--- config.mk ---
export PLATFORM = sky130hd
export DESIGN_NAME = maxpool_window_sequencer
export DESIGN_NICKNAME = d
export VERILOG_FILES = /design/src/rtl/ppu_pool_pkg.sv /design/src/rtl/maxpool_addr_gen.sv /design/src/rtl/maxpool_window_sequencer.sv
export SDC_FILE = /design/constraint.sdc
export NUM_CORES = 1
export LEC_CHECK = 0
export CAP_MARGIN = 20
export CORE_AREA = 3 3 100 112
export DETAILED_ROUTE_END_ITERATION = 12
export DIE_AREA = 0 0 103 115
export PLACE_DENSITY = 0.75
export SLEW_MARGIN = 20
export SYNTH_ARGS = -nofsm -noshare
export SYNTH_HDL_FRONTEND = slang
export SYNTH_SLANG_ARGS = --single-unit
--- constraint.sdc ---
create_clock -name clk -period 8.59 [get_ports clk]
set_clock_uncertainty 0.15 [all_clocks]
set_input_delay 0.859 -clock clk [delete_from_list [all_inputs] [get_ports clk]]
set_output_delay 0.859 -clock clk [all_outputs]
set_load 0.005 [all_outputs]
--- src/rtl/ppu_pool_pkg.sv ---
// ppu_pool_pkg
// Shared definitions for the PPU max-pool datapath: the window sequencer
// state encoding and the fixed 2x2 / stride-2 pooling geometry.
package ppu_pool_pkg;

  typedef enum logic [2:0] {
    IDLE  = 3'd0,
    INIT  = 3'd1,
    READ  = 3'd2,
    DRAIN = 3'd3,
    DONE  = 3'd4
  } pool_seq_state_e;

  localparam int POOL_WIN_ELEMS = 4;
  localparam int POOL_STRIDE    = 2;

endpackage

--- src/rtl/maxpool_addr_gen.sv ---
// maxpool_addr_gen
// Walks 2x2 / stride-2 windows row-major over a W x H byte image and produces
// the buffer address of the current element. The row base advances by 2W per
// window row, so no multiplier is needed. Arithmetic wraps modulo 2^ADDR_W.
//
// Ports:
//   clk, rst     clock, asynchronous active-high reset
//   load         capture base_addr/img_width/img_height, rewind to window 0
//   step         current element was issued; advance to the next element
//   base_addr    address of pixel (0,0)
//   img_width    columns W
//   img_height   rows H
//   last_elem    current element is the 4th of its window
//   last_win     current window is the final one of the job
//   addr         address of the current element
module maxpool_addr_gen #(
  parameter int ADDR_W = 16
) (
  input  logic              clk,
  input  logic              rst,
  input  logic              load,
  input  logic              step,
  input  logic [ADDR_W-1:0] base_addr,
  input  logic [7:0]        img_width,
  input  logic [7:0]        img_height,
  output logic              last_elem,
  output logic              last_win,
  output logic [ADDR_W-1:0] addr
);
  import ppu_pool_pkg::*;

  localparam int ELEM_W = $clog2(POOL_WIN_ELEMS);

  logic [ADDR_W-1:0] row_base;
  logic [ADDR_W-1:0] w_ext;
  logic [7:0]        col2;    // 2c: column of the window's left pixel
  logic [7:0]        row2;    // 2r: row of the window's top pixel
  logic [7:0]        w_reg;
  logic [7:0]        h_reg;
  logic [ELEM_W-1:0] elem;
  logic              last_col;
  logic              last_row;

  assign w_ext = ADDR_W'(w_reg);

  // A window fits only if its right/bottom pixel (2c+1 / 2r+1) is inside the
  // image; the last one is where the next window would not, i.e. 2c+3 >= W.
  // This drops an odd trailing column/row without halving W or H.
  assign last_col = ({1'b0, col2} + 9'(2 * POOL_STRIDE - 1)) >= {1'b0, w_reg};
  assign last_row = ({1'b0, row2} + 9'(2 * POOL_STRIDE - 1)) >= {1'b0, h_reg};

  assign last_elem = (elem == ELEM_W'(POOL_WIN_ELEMS - 1));
  assign last_win  = last_col && last_row;

  // Element order A, A+1, A+W, A+W+1: bit 1 selects the lower row, bit 0 the
  // right column.
  assign addr = row_base + ADDR_W'(col2) + (elem[1] ? w_ext : '0) + ADDR_W'(elem[0]);

  always_ff @(posedge clk or posedge rst) begin
    if (rst) begin
      row_base <= '0;
      col2     <= '0;
      row2     <= '0;
      w_reg    <= '0;
      h_reg    <= '0;
      elem     <= '0;
    end else if (load) begin
      row_base <= base_addr;
      col2     <= '0;
      row2     <= '0;
      w_reg    <= img_width;
      h_reg    <= img_height;
      elem     <= '0;
    end else if (step) begin
      elem <= elem + ELEM_W'(1);
      if (last_elem) begin
        if (last_col) begin
          col2     <= '0;
          row2     <= row2 + 8'(POOL_STRIDE);
          row_base <= row_base + w_ext + w_ext;
        end else begin
          col2 <= col2 + 8'(POOL_STRIDE);
        end
      end
    end
  end

endmodule

--- src/rtl/maxpool_window_sequencer.sv ---
// maxpool_window_sequencer
// Streams 2x2 / stride-2 max-pool windows from the PPU input buffer into the
// Qint8 max-pool comparator: one buffer read per cycle, each returned byte
// forwarded with an enable, a single comparator clear per job and a marker
// on the last element of every window.
//
// Ports:
//   clk, rst      clock, asynchronous active-high reset
//   start         job request, sampled in IDLE only
//   base_addr     address of pixel (0,0), captured at start
//   img_width     columns W, captured at start
//   img_height    rows H, captured at start
//   hold          pauses issuing reads while in READ
//   rd_en/rd_addr buffer read strobe and address
//   rd_data       buffer data, valid the cycle after rd_en
//   pool_init     one-cycle comparator clear at job start
//   pool_enable   pool_data valid
//   pool_data     element to the comparator
//   pool_last     4th element of a window (with pool_enable)
//   busy          job in progress (INIT, READ, DRAIN)
//   done          one-cycle completion pulse
module maxpool_window_sequencer #(
  parameter int ADDR_W = 16
) (
  input  logic              clk,
  input  logic              rst,
  input  logic              start,
  input  logic [ADDR_W-1:0] base_addr,
  input  logic [7:0]        img_width,
  input  logic [7:0]        img_height,
  input  logic              hold,
  output logic              rd_en,
  output logic [ADDR_W-1:0] rd_addr,
  input  logic [7:0]        rd_data,
  output logic              pool_init,
  output logic              pool_enable,
  output logic [7:0]        pool_data,
  output logic              pool_last,
  output logic              busy,
  output logic              done
);
  import ppu_pool_pkg::*;

  pool_seq_state_e   state;
  logic              load;
  logic              vld_p0;
  logic              vld_p1;
  logic              last_p1;
  logic              last_elem;
  logic              last_win;
  logic [ADDR_W-1:0] gen_addr;

  assign load = (state == IDLE) && start;

  maxpool_addr_gen #(
    .ADDR_W(ADDR_W)
  ) u_addr_gen (
    .clk       (clk),
    .rst       (rst),
    .load      (load),
    .step      (vld_p0),
    .base_addr (base_addr),
    .img_width (img_width),
    .img_height(img_height),
    .last_elem (last_elem),
    .last_win  (last_win),
    .addr      (gen_addr)
  );

  // Stage p0: issue. hold acts in the same cycle so a held cycle never reads.
  assign vld_p0  = (state == READ) && !hold;
  assign rd_en   = vld_p0;
  assign rd_addr = vld_p0 ? gen_addr : '0;

  always_ff @(posedge clk or posedge rst) begin
    if (rst) begin
      state     <= IDLE;
      pool_init <= 1'b0;
      busy      <= 1'b0;
      done      <= 1'b0;
    end else begin
      case (state)
        IDLE: begin
          if (start) begin
            if (img_width < 8'd2 || img_height < 8'd2) begin
              state <= DONE;
              done  <= 1'b1;
            end else begin
              state     <= INIT;
              pool_init <= 1'b1;
              busy      <= 1'b1;
            end
          end
        end
        INIT: begin
          state     <= READ;
          pool_init <= 1'b0;
        end
        READ: begin
          if (vld_p0 && last_elem && last_win) begin
            state <= DRAIN;
          end
        end
        DRAIN: begin
          state <= DONE;
          busy  <= 1'b0;
          done  <= 1'b1;
        end
        DONE: begin
          state <= IDLE;
          done  <= 1'b0;
        end
        default: begin
          state     <= IDLE;
          pool_init <= 1'b0;
          busy      <= 1'b0;
          done      <= 1'b0;
        end
      endcase
    end
  end

  // Stage p1: deliver. rd_data arrives now, aligned with the delayed strobe.
  always_ff @(posedge clk or posedge rst) begin
    if (rst) begin
      vld_p1  <= 1'b0;
      last_p1 <= 1'b0;
    end else begin
      vld_p1  <= vld_p0;
      last_p1 <= vld_p0 && last_elem;
    end
  end

  assign pool_enable = vld_p1;
  assign pool_last   = last_p1;
  assign pool_data   = vld_p1 ? rd_data : '0;

endmodule

---- Yosys cells after proc, flatten, opt, wreduce, memory -nomap -nowiden ----
Cells that the tools add are included.
W data, S select, Z words.
word-level totals
  flip-flop bits (word level) ............. 58
  bits of input ports ..................... 44
cells by class
  add/sub/neg operators ................... 10
  order comparisons ....................... 4
  eq/ne operators ......................... 9
  mux-type cells .......................... 28
  bitwise operators ....................... 3
  reduce and logical (&&, ||, !) cells .... 20
operators by type and width
  cell                   count
  $mux W16               5
  $mux W8                10
  $add A16 B8 Y16        3
  $add A8 B2 Y9 const B  2
  $ge A9 B8 Y1           2
  $add A16 B1 Y16        1
  $add A16 B16 Y16       1
  $add A8 B2 Y8 const B  2
  $lt A8 B2 Y1 const B   2
  $pmux W3 S4            1
  $reduce_and A3 Y1      4
  $mux W3                3
  $eq A3 B2 Y1 const B   2
  $reduce_bool A2 Y1     3
  $reduce_or A3 Y1       2
  $logic_and A1 B1 Y1    5
  $mux W1                4
  $mux W2                2
  $ne A2 B1 Y1 const B   2
  $ne A2 B2 Y1 const B   2
  $pmux W1 S2            2
  $reduce_and A2 Y1      2
  $eq A3 B1 Y1 const B   1
  $eq A3 B3 Y1 const B   1
  other kinds (8)        10

---- Logic depth before layout (Yosys ltp) ----
Gate-level depths: netlist (run 1).
  depth in word-level cells ............... 6
  gate-level depth with buffers ........... 11
  mapped depth without buffers ............ 10

---- Hierarchy ----
From an unflattened synthesis (run 1), not the netlist that was laid out.
unflattened totals
  cells, all modules ...................... 467
  area total of the unflattened synthesis .. 4250.3 um2
by module, submodules not included
  module                    instances  cells each  area an instance (um2)
  maxpool_addr_gen          1          407         3696.0
  maxpool_window_sequencer  1          60          554.3

---- Worst setup path before layout (run 1) ----
No wires, ideal clock.
  kind .................................... reg-to-output
  start point ............................. register u_addr_gen.elem[1]
  end point ............................... output rd_addr[10]
  arrival ................................. 2.745 ns
  data required time ...................... 7.581 ns
  path slack .............................. 4.836 ns
  cell stages (with the launch flop) ...... 10
  path through ............................ dfrtp_1 and2_1 fa_1 fa_1 a211oi_1 o21ai_0 a31oi_1 o21ai_0 nand2_1 mux2i_1
on the way
  longest elaborated chain between the ends .. 4
RTL lines
  item                      RTL line                        RTL
  start: declaration        maxpool_addr_gen.sv:40          logic [ELEM_W-1:0] elem;
  start signal: assignment  maxpool_addr_gen.sv:75          elem <= elem + ELEM_W'(1);
  $mux W8                   maxpool_addr_gen.sv:57          assign addr = row_base + ADDR_W'(col2) + (elem[1] ? w_ext : '0) + ADDR_W'(elem[0]);
  $add A16 B16 Y16          maxpool_addr_gen.sv:57
  $add A16 B1 Y16           maxpool_addr_gen.sv:57
  $mux W16                  maxpool_window_sequencer.sv:73  assign rd_addr = vld_p0 ? gen_addr : '0;
  end: declaration          maxpool_window_sequencer.sv:33  output logic [ADDR_W-1:0] rd_addr,
No other way between the ends.

---- Final worst setup path (run 1) ----
Ends and elaborated chain as after synthesis.

==> results of run 1 <==
[worst reg2reg max path: cells and delay by family (launching register included)]
kind | cells | cell delay (ns)
adder cells (fa/ha/maj) | 2 | 0.53
AO/OA/AOI/OAI | 4 | 1.32
XOR/XNOR | 1 | 0.19
AND/OR/NAND/NOR | 3 | 0.39
flip-flops | 1 | 0.52
[power breakdown]
group	internal [mW]	total [mW]	switching, mW
sequential	0.347	0.448	0.101
clock	0.119	0.218	0.0992
combinational	0.361	0.768	0.406
[stage by stage]
step | cell area [um2] | setup WS, ns | total power [mW] | util (%) | hold WS, ns
CTS | 5010 | 3.55 | 1.44 | 48.9 | 0.372
finish | 5010 | 3.54 | 1.43 | 48.9 | 0.368
floorplan | 4030 | 4.84 | 0.975 | - | 0.316
global placement | 4850 | 4.00 | 1.18 | 47.4 | 0.345
detailed placement | 4850 | 3.88 | 1.21 | 47.4 | 0.355
global route | 5010 | 3.21 | 1.56 | 48.9 | 0.410
[worst max-delay path by stage]
stage	from	to	slack, ns
final	u_addr_gen.elem[1]	rd_addr[10]	3.54
after global routing	u_addr_gen.elem[1]	rd_addr[10]	3.21
after CTS	u_addr_gen.elem[1]	rd_addr[10]	3.55
after detailed placement	u_addr_gen.elem[1]	rd_addr[10]	3.88
after global placement	u_addr_gen.elem[1]	rd_addr[10]	4.00
after floorplan	u_addr_gen.elem[1]	rd_addr[10]	4.84
[final cells by class]
cell class / instances / area (um2) / area share (%)
sequential: 55 / 1380 / 27.5
clock buffer: 6 / 139 / 2.77
clock inverter: 2 / 20.0 / 0.400
tap: 123 / 154 / 3.07
inverter: 28 / 113 / 2.25
multi-input combinational: 356 / 2470 / 49.2
timing repair buffer: 75 / 743 / 14.8
[synthesized netlist by cell type (3+ instances only)]
cell and instances:
buf_6 3, and2_1 18, o22ai_1 5, nand2_1 61, dfrtp_1 55, nor2_1 39
a211oi_1 5, nand3_1 17, nand2b_1 3, a32o_1 3, ha_1 36, o21ai_1 7
xnor2_1 16, xor2_1 14, nor3_1 4, o21ai_0 34, and3_1 5, a21o_1 5
fa_1 10, a31o_2 3, o21a_1 3, inv_1 26, clkbuf_1 11, or3_1 3
a31oi_1 4, nor4_1 3, a21oi_1 19
[kinds of logic after synthesis]
logic type,Yosys count,share of synthesized area [%]
AND/OR/NAND/NOR,166,19.5
adder cells (fa/ha/maj),46,16.1
other,1,0.0930
AO/OA/AOI/OAI,112,18.5
XOR/XNOR,30,6.51
flip-flops,55,34.1
multiplexers,1,0.248
buffers and inverters,44,4.90
[layer usage]
layer	share of wire, %	GRT usage, %
met5	0	0
met4	4.5	8.29
met2	52	30.7
met1	41	20.9
met3	2.8	2.31
==> results.txt, run 1 <==
Worst Setup End Kind: output port
worst-path fanout max: 10
Vias/cell: 5.49
critical path's largest stage delay: 0.52 ns
Vias: 3544
# IOs: 74
initial antenna violation count: 0
die span in x: 103 um
startpoint class of the critical path: register
Final Wtd Congestion: 0.896
min-delay worst type: register to register
RSZ-0062 raised after global routing: false
Hold Crit Start: busy
min cycle time layout: 5.05 ns
worst hold endpoint: busy
area share of the largest cell type after synthesis: 34.1%
worst r2r path cells: 10
family with the most delay on the worst path: compound AO/OA/AOI/OAI gates
flop-to-flop setup slack: 5.37 ns
post-synthesis cell count: 455
r2r startpoint: u_addr_gen.col2[2]
#FFs+latches synth: 55
FP Rows: 39
Synth Warn #: 0
Synth area leaders: dfrtp_1 34%, ha_1 11%, nand2_1 5.7%
WL per Instance: 15.5 um
FMAX: 0.198 GHz
largest area contributor in the netlist: dfrtp_1
worst slew pin tran: 0.859 ns
Resized cells post-CTS: 0
post-CTS setup buffer count: 0
# clock sinks: 55
Slew Viols, Final: 0
outcome: completed
sequential-to-total area share from yosys stat: 34.1%
global-route wire length before repair: 16.7 mm
Mean Syn Cell Area: 8.87 um2
commonest non-fill, non-tap cell in the layout: clkdlybuf4s50_1
hold path depth: 2
CTS tree: done
Leak: 2.27 nW
critical path's slowest cell: clkdlybuf4s50_1
max FFs per register: 16
post-route ant nets: 0
Total Routed Length: 9.97 mm
Crit Path Class: register to output port
Hold Violations, Final: 0
number of placed cells counting well taps: 637
commonest register cell after synthesis: dfrtp_1
Data required, critical path: 7.58 ns
clock buffer count from CTS: 5
port bufs: 72
Peak VDD IR: 0.000116 V
gr ovfl total: 0
Post-synth EDFFs: 0
Crit path buffers/inverters: 1
Iteration-0 DRC Markers: 174
crit path cell chain: and2_1 -> fa_1 -> fa_1 -> a211oi_1 -> o21ai_0 -> a31oi_1 -> o21ai_0 -> nand2_1 -> mux2i_1 -> clkdlybuf4s50_1
chip height: 115 um
Layout Cells excl Fill: 645
final setup fails: 0
DRT Pass-1 Iters: 4
nets@finish: 611
Layout fillers: 944
GRT Total Usage: 17.5%
CTS H-tree lvls: 2
# hold bufs at CTS: 0
Reg-to-Reg End: u_addr_gen.row_base[8]
net count after synthesis: 545
ant diodes: 0
WP data arrival: 4.04 ns
PwrDens: 286 mW/mm2
Netlist Area Pre-Place: 0.00403 mm2
Period Utilization, post-route: 58.8%
# DRC: 0
stages on the worst setup path: 10
clock buffer depth: 2
clk root buf: clkbuf_16
largest net degree at the start of global routing: 56
layout cells sized above 1: 5.36%
relative slew slack: 42.6%
die area: 0.0118 mm2
ys async rst share: 100%
MaxCap Viol Count: 0
DP HPWL: 7.67 mm
Unique masters post-synth: 60
most frequent cells in the layout: 72 x clkdlybuf4s50_1, 61 x nand2_1, 55 x dfrtp_1, 39 x nor2_1, 36 x ha_1
later-pin clock latency in the skew report: 0.30 ns
core area: 0.0102 mm2
Initial Utilization: 39.4%
setup_tns: 0 ns
vias in the first global route: 3588
synth-to-layout area growth: 24.2%
Reg clk slew, reported paths: 0.08 ns
No activity file was read; power rests on OpenSTA's default activity.
==> run 2, diff against run 1 <==
--- a/config.mk
+++ b/config.mk
@@ -9,7 +9,7 @@
 export CORE_AREA = 3 3 100 112
 export DETAILED_ROUTE_END_ITERATION = 12
 export DIE_AREA = 0 0 103 115
-export PLACE_DENSITY = 0.75
+export PLACE_DENSITY = 0.77
 export SLEW_MARGIN = 20
 export SYNTH_ARGS = -nofsm -noshare
 export SYNTH_HDL_FRONTEND = slang
==> constraint.sdc (replaced) <==
create_clock -name clk -period 4.35 [get_ports clk]
set_clock_uncertainty 0.15 [all_clocks]
set_input_delay 0.435 -clock clk [delete_from_list [all_inputs] [get_ports clk]]
set_output_delay 0.435 -clock clk [all_outputs]
set_load 0.005 [all_outputs]
==> run 2 against run 1 <==
Via count down 0.87%. Clock power grew 98%. Clock-buffer cell count unchanged. Global-route usage down 0.44 points. Cell count rose by 0.16%. Register-to-register slack worse by 4.3 ns. Die area unchanged. Sequential share of layout area is 0.14 points lower. Sequential cell count stayed put. Largest cell class unchanged. Largest power group unchanged.
==> results.txt, run 2 (same netlist as run 1, synthesis figures left out) <==
ant diodes: 0 (unchanged)
outcome: completed (unchanged)
Slew Viols, Final: 0 (unchanged)
min cycle time layout: 4.12 ns
DP HPWL: 7.64 mm (was 7.67 mm)
clock buffer count from CTS: 5 (unchanged)
FMAX: 0.243 GHz
nets@finish: 612 (was 611)
Leak: 2.28 nW (was 2.27 nW)
# clock sinks: 55 (unchanged)
Layout fillers: 941 (was 944)
placed inst area: 0.00485 mm2 (unchanged)
# hold bufs at CTS: 0 (unchanged)
Hold Violations, Final: 0 (unchanged)
initial antenna violation count: 0 (unchanged)
clock buffer depth: 2 (unchanged)
largest net degree at the start of global routing: 36 (was 56)
Peak VDD IR: 0.000284 V (was 0.000116 V)
RSZ-0062 raised after global routing: false (unchanged)
later-pin clock latency in the skew report: 0.30 ns (about the same)
FP Rows: 39 (unchanged)
Vias/cell: 5.44 (was 5.49)
sw power: 1.20 mW (was 607 uW)
synth-to-layout area growth: 24.9% (was 24.2%)
Worst Setup End Kind: output port (unchanged)
Period Utilization, post-route: 94.7%
# IOs: 74 (unchanged)
gr ovfl total: 0 (unchanged)
switch share: 42.1% (was 42.3%)
Final Wtd Congestion: 0.839 (was 0.896)
startpoint class of the critical path: register (unchanged)
Crit Path Class: register to output port (unchanged)
post-route ant nets: 0 (unchanged)
vias in the first global route: 3434 (was 3588)
die area: 0.0118 mm2 (unchanged)
port bufs: 72 (unchanged)
WP data arrival: 3.53 ns (was 4.04 ns)
CTS H-tree lvls: 2 (unchanged)
Initial Utilization: 39.4% (unchanged)
commonest non-fill, non-tap cell in the layout: clkdlybuf4s50_1 (unchanged)
CTS tree: done (unchanged)
worst slew pin tran: 0.795 ns (was 0.859 ns)
Reg clk slew, reported paths: 0.08 ns (about the same)
# DRC: 0 (unchanged)
logic gate share of total power: 53.4% (was 53.5%)
tightest hold margin: 0.374 ns (was 0.368 ns)
flop-to-flop setup slack: 1.10 ns (was 5.37 ns)
sequential share of power: 31.3% (was 31.2%)
layout cells sized above 1: 6.31% (was 5.36%)
Vias: 3513 (was 3544)
fin util: 49.2% (was 48.9%)
Iteration-0 DRC Markers: 286 (was 174)
clock power share: 15.2% (about the same)
Total Routed Length: 9.75 mm (was 9.97 mm)
Data required, critical path: 3.76 ns (was 7.58 ns)
relative slew slack: 46.8% (was 42.6%)
max FFs per register: 16 (unchanged)
PwrDens: 564 mW/mm2 (was 286 mW/mm2)
Internal Dissipation: 1.64 mW (was 827 uW)
clk root buf: clkbuf_16 (unchanged)
setup_tns: 0 ns (unchanged)
most frequent cells in the layout: 72 x clkdlybuf4s50_1, 61 x nand2_1, 55 x dfrtp_1, 39 x nor2_1, 36 x ha_1 (unchanged)
core area: 0.0102 mm2 (unchanged)
DRT Pass-1 Iters: 5 (was 4)
final setup fails: 0 (unchanged)
global-route wire length before repair: 16.1 mm (was 16.7 mm)
MaxCap Viol Count: 0 (unchanged)
WL per Instance: 15.1 um (was 15.5 um)
worst-path fanout max: 10 (unchanged)
final design area excluding fillers: 0.00504 mm2 (was 0.00501 mm2)
die span in x: 103 um (unchanged)
min-delay worst type: register to register (unchanged)
GRT Total Usage: 17.0% (was 17.5%)
chip height: 115 um (unchanged)
==> run 2: changes by cell type in the layout (fill, tap and decap cells not counted), sizes merged <==
cell  previous run  this run
buf              3         4
==> run 2: timing repair <==
action / 4_1_cts / 5_1_grt
gates cloned: 0 / 0
setup buffers: 0 / 1
setup endpoints to repair: 3 / 8
pin swaps: 0 / 2
resized for setup: 2 / 4
==> run 2: worst paths after layout <==
kind	to	startpoint	depth (start not counted)
worst min-delay path	busy	busy	2
worst min register to register	busy	busy	2
min in group asynchronous	u_addr_gen.w_reg[5]	rst	2
worst max-delay path	rd_addr[15]	u_addr_gen.elem[1]	10
worst max register to register	u_addr_gen.row_base[6]	u_addr_gen.col2[3]	10
max in group asynchronous	u_addr_gen.row_base[15]	rst	3
==> run 2: area by class of cell <==
class / count / area [um2] / area share, %
clock inverter: 2 / 20.0 / 0.397
clock buffer: 6 / 139 / 2.76
sequential: 55 / 1380 / 27.3
inverter: 28 / 113 / 2.24
multi-input combinational: 356 / 2480 / 49.3
timing repair buffer: 76 / 751 / 14.9
tap: 123 / 154 / 3.06
==> run 2: critical path, cell delays in order, from the launching register on <==
cell	delay, ns
dfrtp_1	0.45
and2_1	0.20
fa_1	0.43
ha_1	0.35
o21ai_1	0.28
nor2_1	0.13
o41ai_2	0.32
o21a_1	0.27
o21ai_0	0.11
a21oi_1	0.16
clkdlybuf4s50_1	0.53
==> run 2: metrics by stage <==
step / worst slack [ns] / instances / total power, mW
floorplan: 1.02 / 455 / 1.93
global placement: 0.238 / 637 / 2.32
detailed placement: 0.234 / 637 / 2.38
CTS: 0.0123 / 645 / 2.83
global route: 0.00214 / 646 / 3.11
finish: 0.233 / 646 / 2.84
==> run 2: metal layers <==
layer	track usage [%]	part of all wire [%]	up-vias
li1	-	-	1712
met1	21.6	42	1703
met2	29.7	52	86
met3	2.37	3.8	12
met4	5.79	2.0	0
met5	0	0	-
==> run 2: power by group through the flow <==
stage / Combinational, mW / Clock [mW] / Sequential, mW
floorplan: 1.12 / 0 / 0.811
global placement: 1.44 / 0 / 0.885
detailed placement: 1.48 / 0 / 0.897
CTS: 1.50 / 0.443 / 0.888
global route: 1.73 / 0.466 / 0.916
finish: 1.52 / 0.432 / 0.890
==> run 3, diff against run 2 <==
--- a/config.mk
+++ b/config.mk
@@ -9,7 +9,9 @@
 export CORE_AREA = 3 3 100 112
 export DETAILED_ROUTE_END_ITERATION = 12
 export DIE_AREA = 0 0 103 115
-export PLACE_DENSITY = 0.77
+export DONT_BUFFER_PORTS = 1
+export PLACE_DENSITY = 0.67
+export SKIP_CTS_REPAIR_TIMING = 1
 export SLEW_MARGIN = 20
 export SYNTH_ARGS = -nofsm -noshare
 export SYNTH_HDL_FRONTEND = slang
==> run 3 against run 2 <==
Clock-buffer cell count did not move. First-iteration DRC count fell by 33%. Wire length decreased by 0.44%. Global-route usage is 0.075 points higher. Critical path depth is 1 lower. Sequential power grew 0.6%. Maximum frequency increased by 3.2%. Highest routed layer unchanged. Register-to-register slack got worse by 0.05 ns.
==> results.txt, run 3 (same netlist as run 1, synthesis figures left out) <==
RSZ-0062 raised after global routing: false (unchanged)
CTS tree: done (unchanged)
clock buffer depth: 2 (unchanged)
post-route ant nets: 0 (unchanged)
Layout fillers: 1001 (was 941)
sw power: 1.17 mW (was 1.20 mW)
logic gate share of total power: 50.0% (was 53.4%)
worst-path fanout max: 10 (unchanged)
die area: 0.0118 mm2 (unchanged)
sequential share of power: 33.7% (was 31.3%)
FMAX: 0.251 GHz (was 0.243 GHz)
GRT Total Usage: 17.1% (was 17.0%)
die span in x: 103 um (unchanged)
Slew Viols, Final: 0 (unchanged)
DRT Pass-1 Iters: 4 (was 5)
Vias: 3188 (was 3513)
core area: 0.0102 mm2 (unchanged)
worst slew pin tran: 0.951 ns (was 0.795 ns)
Reg clk slew, reported paths: 0.08 ns (about the same)
outcome: completed (unchanged)
largest net degree at the start of global routing: 56 (was 36)
PwrDens: 618 mW/mm2 (was 564 mW/mm2)
final setup fails: 0 (unchanged)
global-route wire length before repair: 16.0 mm (was 16.1 mm)
chip height: 115 um (unchanged)
port bufs: 0 (was 72)
MaxCap Viol Count: 0 (unchanged)
nets@finish: 538 (was 612)
Period Utilization, post-route: 91.7% (was 94.7%)
WL per Instance: 17.0 um (was 15.1 um)
switch share: 43.9% (was 42.1%)
Data required, critical path: 3.76 ns (about the same)
max FFs per register: 16 (unchanged)
later-pin clock latency in the skew report: 0.30 ns (about the same)
worst slack, placed: 0.637 ns (was 0.234 ns)
critical path's largest stage delay: 0.51 ns (was 0.53 ns)
family with the most delay on the worst path: compound AO/OA/AOI/OAI gates (unchanged)
DP HPWL: 7.42 mm (was 7.64 mm)
Vias/cell: 5.57 (was 5.44)
Internal Dissipation: 1.49 mW (was 1.64 mW)
Leak: 2.00 nW (was 2.28 nW)
commonest non-fill, non-tap cell in the layout: nand2_1 (was clkdlybuf4s50_1)
Hold Violations, Final: 0 (unchanged)
Crit path buffers/inverters: 0 (was 1)
ant diodes: 0 (unchanged)
clock power share: 16.3% (was 15.2%)
clk root buf: clkbuf_16 (unchanged)
Initial Utilization: 39.4% (unchanged)
vias in the first global route: 3186 (was 3434)
most frequent cells in the layout: 61 x nand2_1, 55 x dfrtp_1, 39 x nor2_1, 36 x ha_1, 34 x o21ai_0 (was 72 x clkdlybuf4s50_1, 61 x nand2_1, 55 x dfrtp_1, 39 x nor2_1, 36 x ha_1)
number of placed cells counting well taps: 564 (was 637)
relative slew slack: 36.1% (was 46.8%)
layout cells sized above 1: 6.24% (was 6.31%)
Layout Cells excl Fill: 572 (was 646)
critical path's slowest cell: fa_1 (was clkdlybuf4s50_1)
Worst Setup End Kind: output port (unchanged)
Iteration-0 DRC Markers: 192 (was 286)
fin worst setup slack: 0.362 ns (was 0.233 ns)
startpoint class of the critical path: register (unchanged)
clock buffer count from CTS: 5 (unchanged)
synth-to-layout area growth: 6.54% (was 24.9%)
# IOs: 74 (unchanged)
gr ovfl total: 0 (unchanged)
WP data arrival: 3.40 ns (was 3.53 ns)
crit path cell chain: and2_1 -> fa_1 -> fa_1 -> a211oi_2 -> o21ai_0 -> a31oi_1 -> o21ai_0 -> nand2_1 -> mux2i_1 (was and2_1 -> fa_1 -> ha_1 -> o21ai_1 -> nor2_1 -> o41ai_2 -> o21a_1 -> o21ai_0 -> a21oi_1 -> clkdlybuf4s50_1)
# clock sinks: 55 (unchanged)
Final Wtd Congestion: 0.845 (was 0.839)
Crit Path Class: register to output port (unchanged)
# DRC: 0 (unchanged)
initial antenna violation count: 0 (unchanged)
min cycle time layout: 3.99 ns (was 4.12 ns)
Peak VDD IR: 0.000227 V (was 0.000284 V)
Total Routed Length: 9.70 mm (was 9.75 mm)
setup_tns: 0 ns (unchanged)
min-delay worst type: primary input to async pin (was register to register)
CTS H-tree lvls: 2 (unchanged)
FP Rows: 39 (unchanged)
-- run 3: cell types whose count changed in the layout (fill, tap and decap cells not counted), sizes merged --
cell           previous run  this run
buf                       4         2
clkdlybuf4s50            72         0
clkinv                    2         1
inv                      28        29
-- run 3: per-stage QoR --
step / util [%] / power [mW] / instance area, um2 / hold slack (ns)
after detailed placement: 40.4 / 2.23 / 4140 / 0.382
after global placement: 40.4 / 2.18 / 4140 / 0.363
final: 41.9 / 2.66 / 4300 / 0.0528
after CTS: 41.9 / 2.67 / 4290 / 0.0932
after global routing: 41.9 / 2.93 / 4300 / 0.0952
after floorplan: - / 1.93 / 4030 / 0.316
-- run 3: power by group through the flow --
stage	combinational, mW	sequential [mW]	clock, mW
global route	1.54	0.921	0.462
floorplan	1.12	0.811	0
CTS	1.34	0.892	0.442
global placement	1.28	0.891	0
finish	1.33	0.895	0.432
detailed placement	1.33	0.903	0
-- run 3: per-layer routing --
metal	global-route usage [%]	wire [um]	share of wire, %	vias up
li1	-	-	-	1569
met1	21.1	4110	42	1536
met2	29.0	4850	50	64
met3	3.22	427	4.4	19
met4	7.60	325	3.3	0
met5	0	0	0	-
-- run 3: path summary, 6_finish.rpt --
| kind | depth (start not counted) | start | slack [ns] | endpoint |
|---|---|---|---|---|
| worst max-delay path | 9 | u_addr_gen.elem[1] | 0.36 | rd_addr[10] |
| worst min-delay path | 2 | rst | 0.05 | pool_init |
| worst max register to register | 10 | u_addr_gen.col2[3] | 1.05 | u_addr_gen.row_base[8] |
| worst min register to register | 2 | u_addr_gen.h_reg[1] | 0.41 | u_addr_gen.h_reg[1] |
| max in group asynchronous | 2 | rst | 3.51 | u_addr_gen.row_base[0] |
| min in group clk | 2 | img_width[4] | 0.10 | u_addr_gen.w_reg[4] |
-- run 3: final cells by class --
cell class	instances	area, um2	area share [%]
sequential	55	1380	32.0
clock inverter	2	17.5	0.408
tap	123	154	3.58
clock buffer	6	139	3.23
inverter	28	113	2.62
multi-input combinational	356	2470	57.5
timing repair buffer	2	27.5	0.640
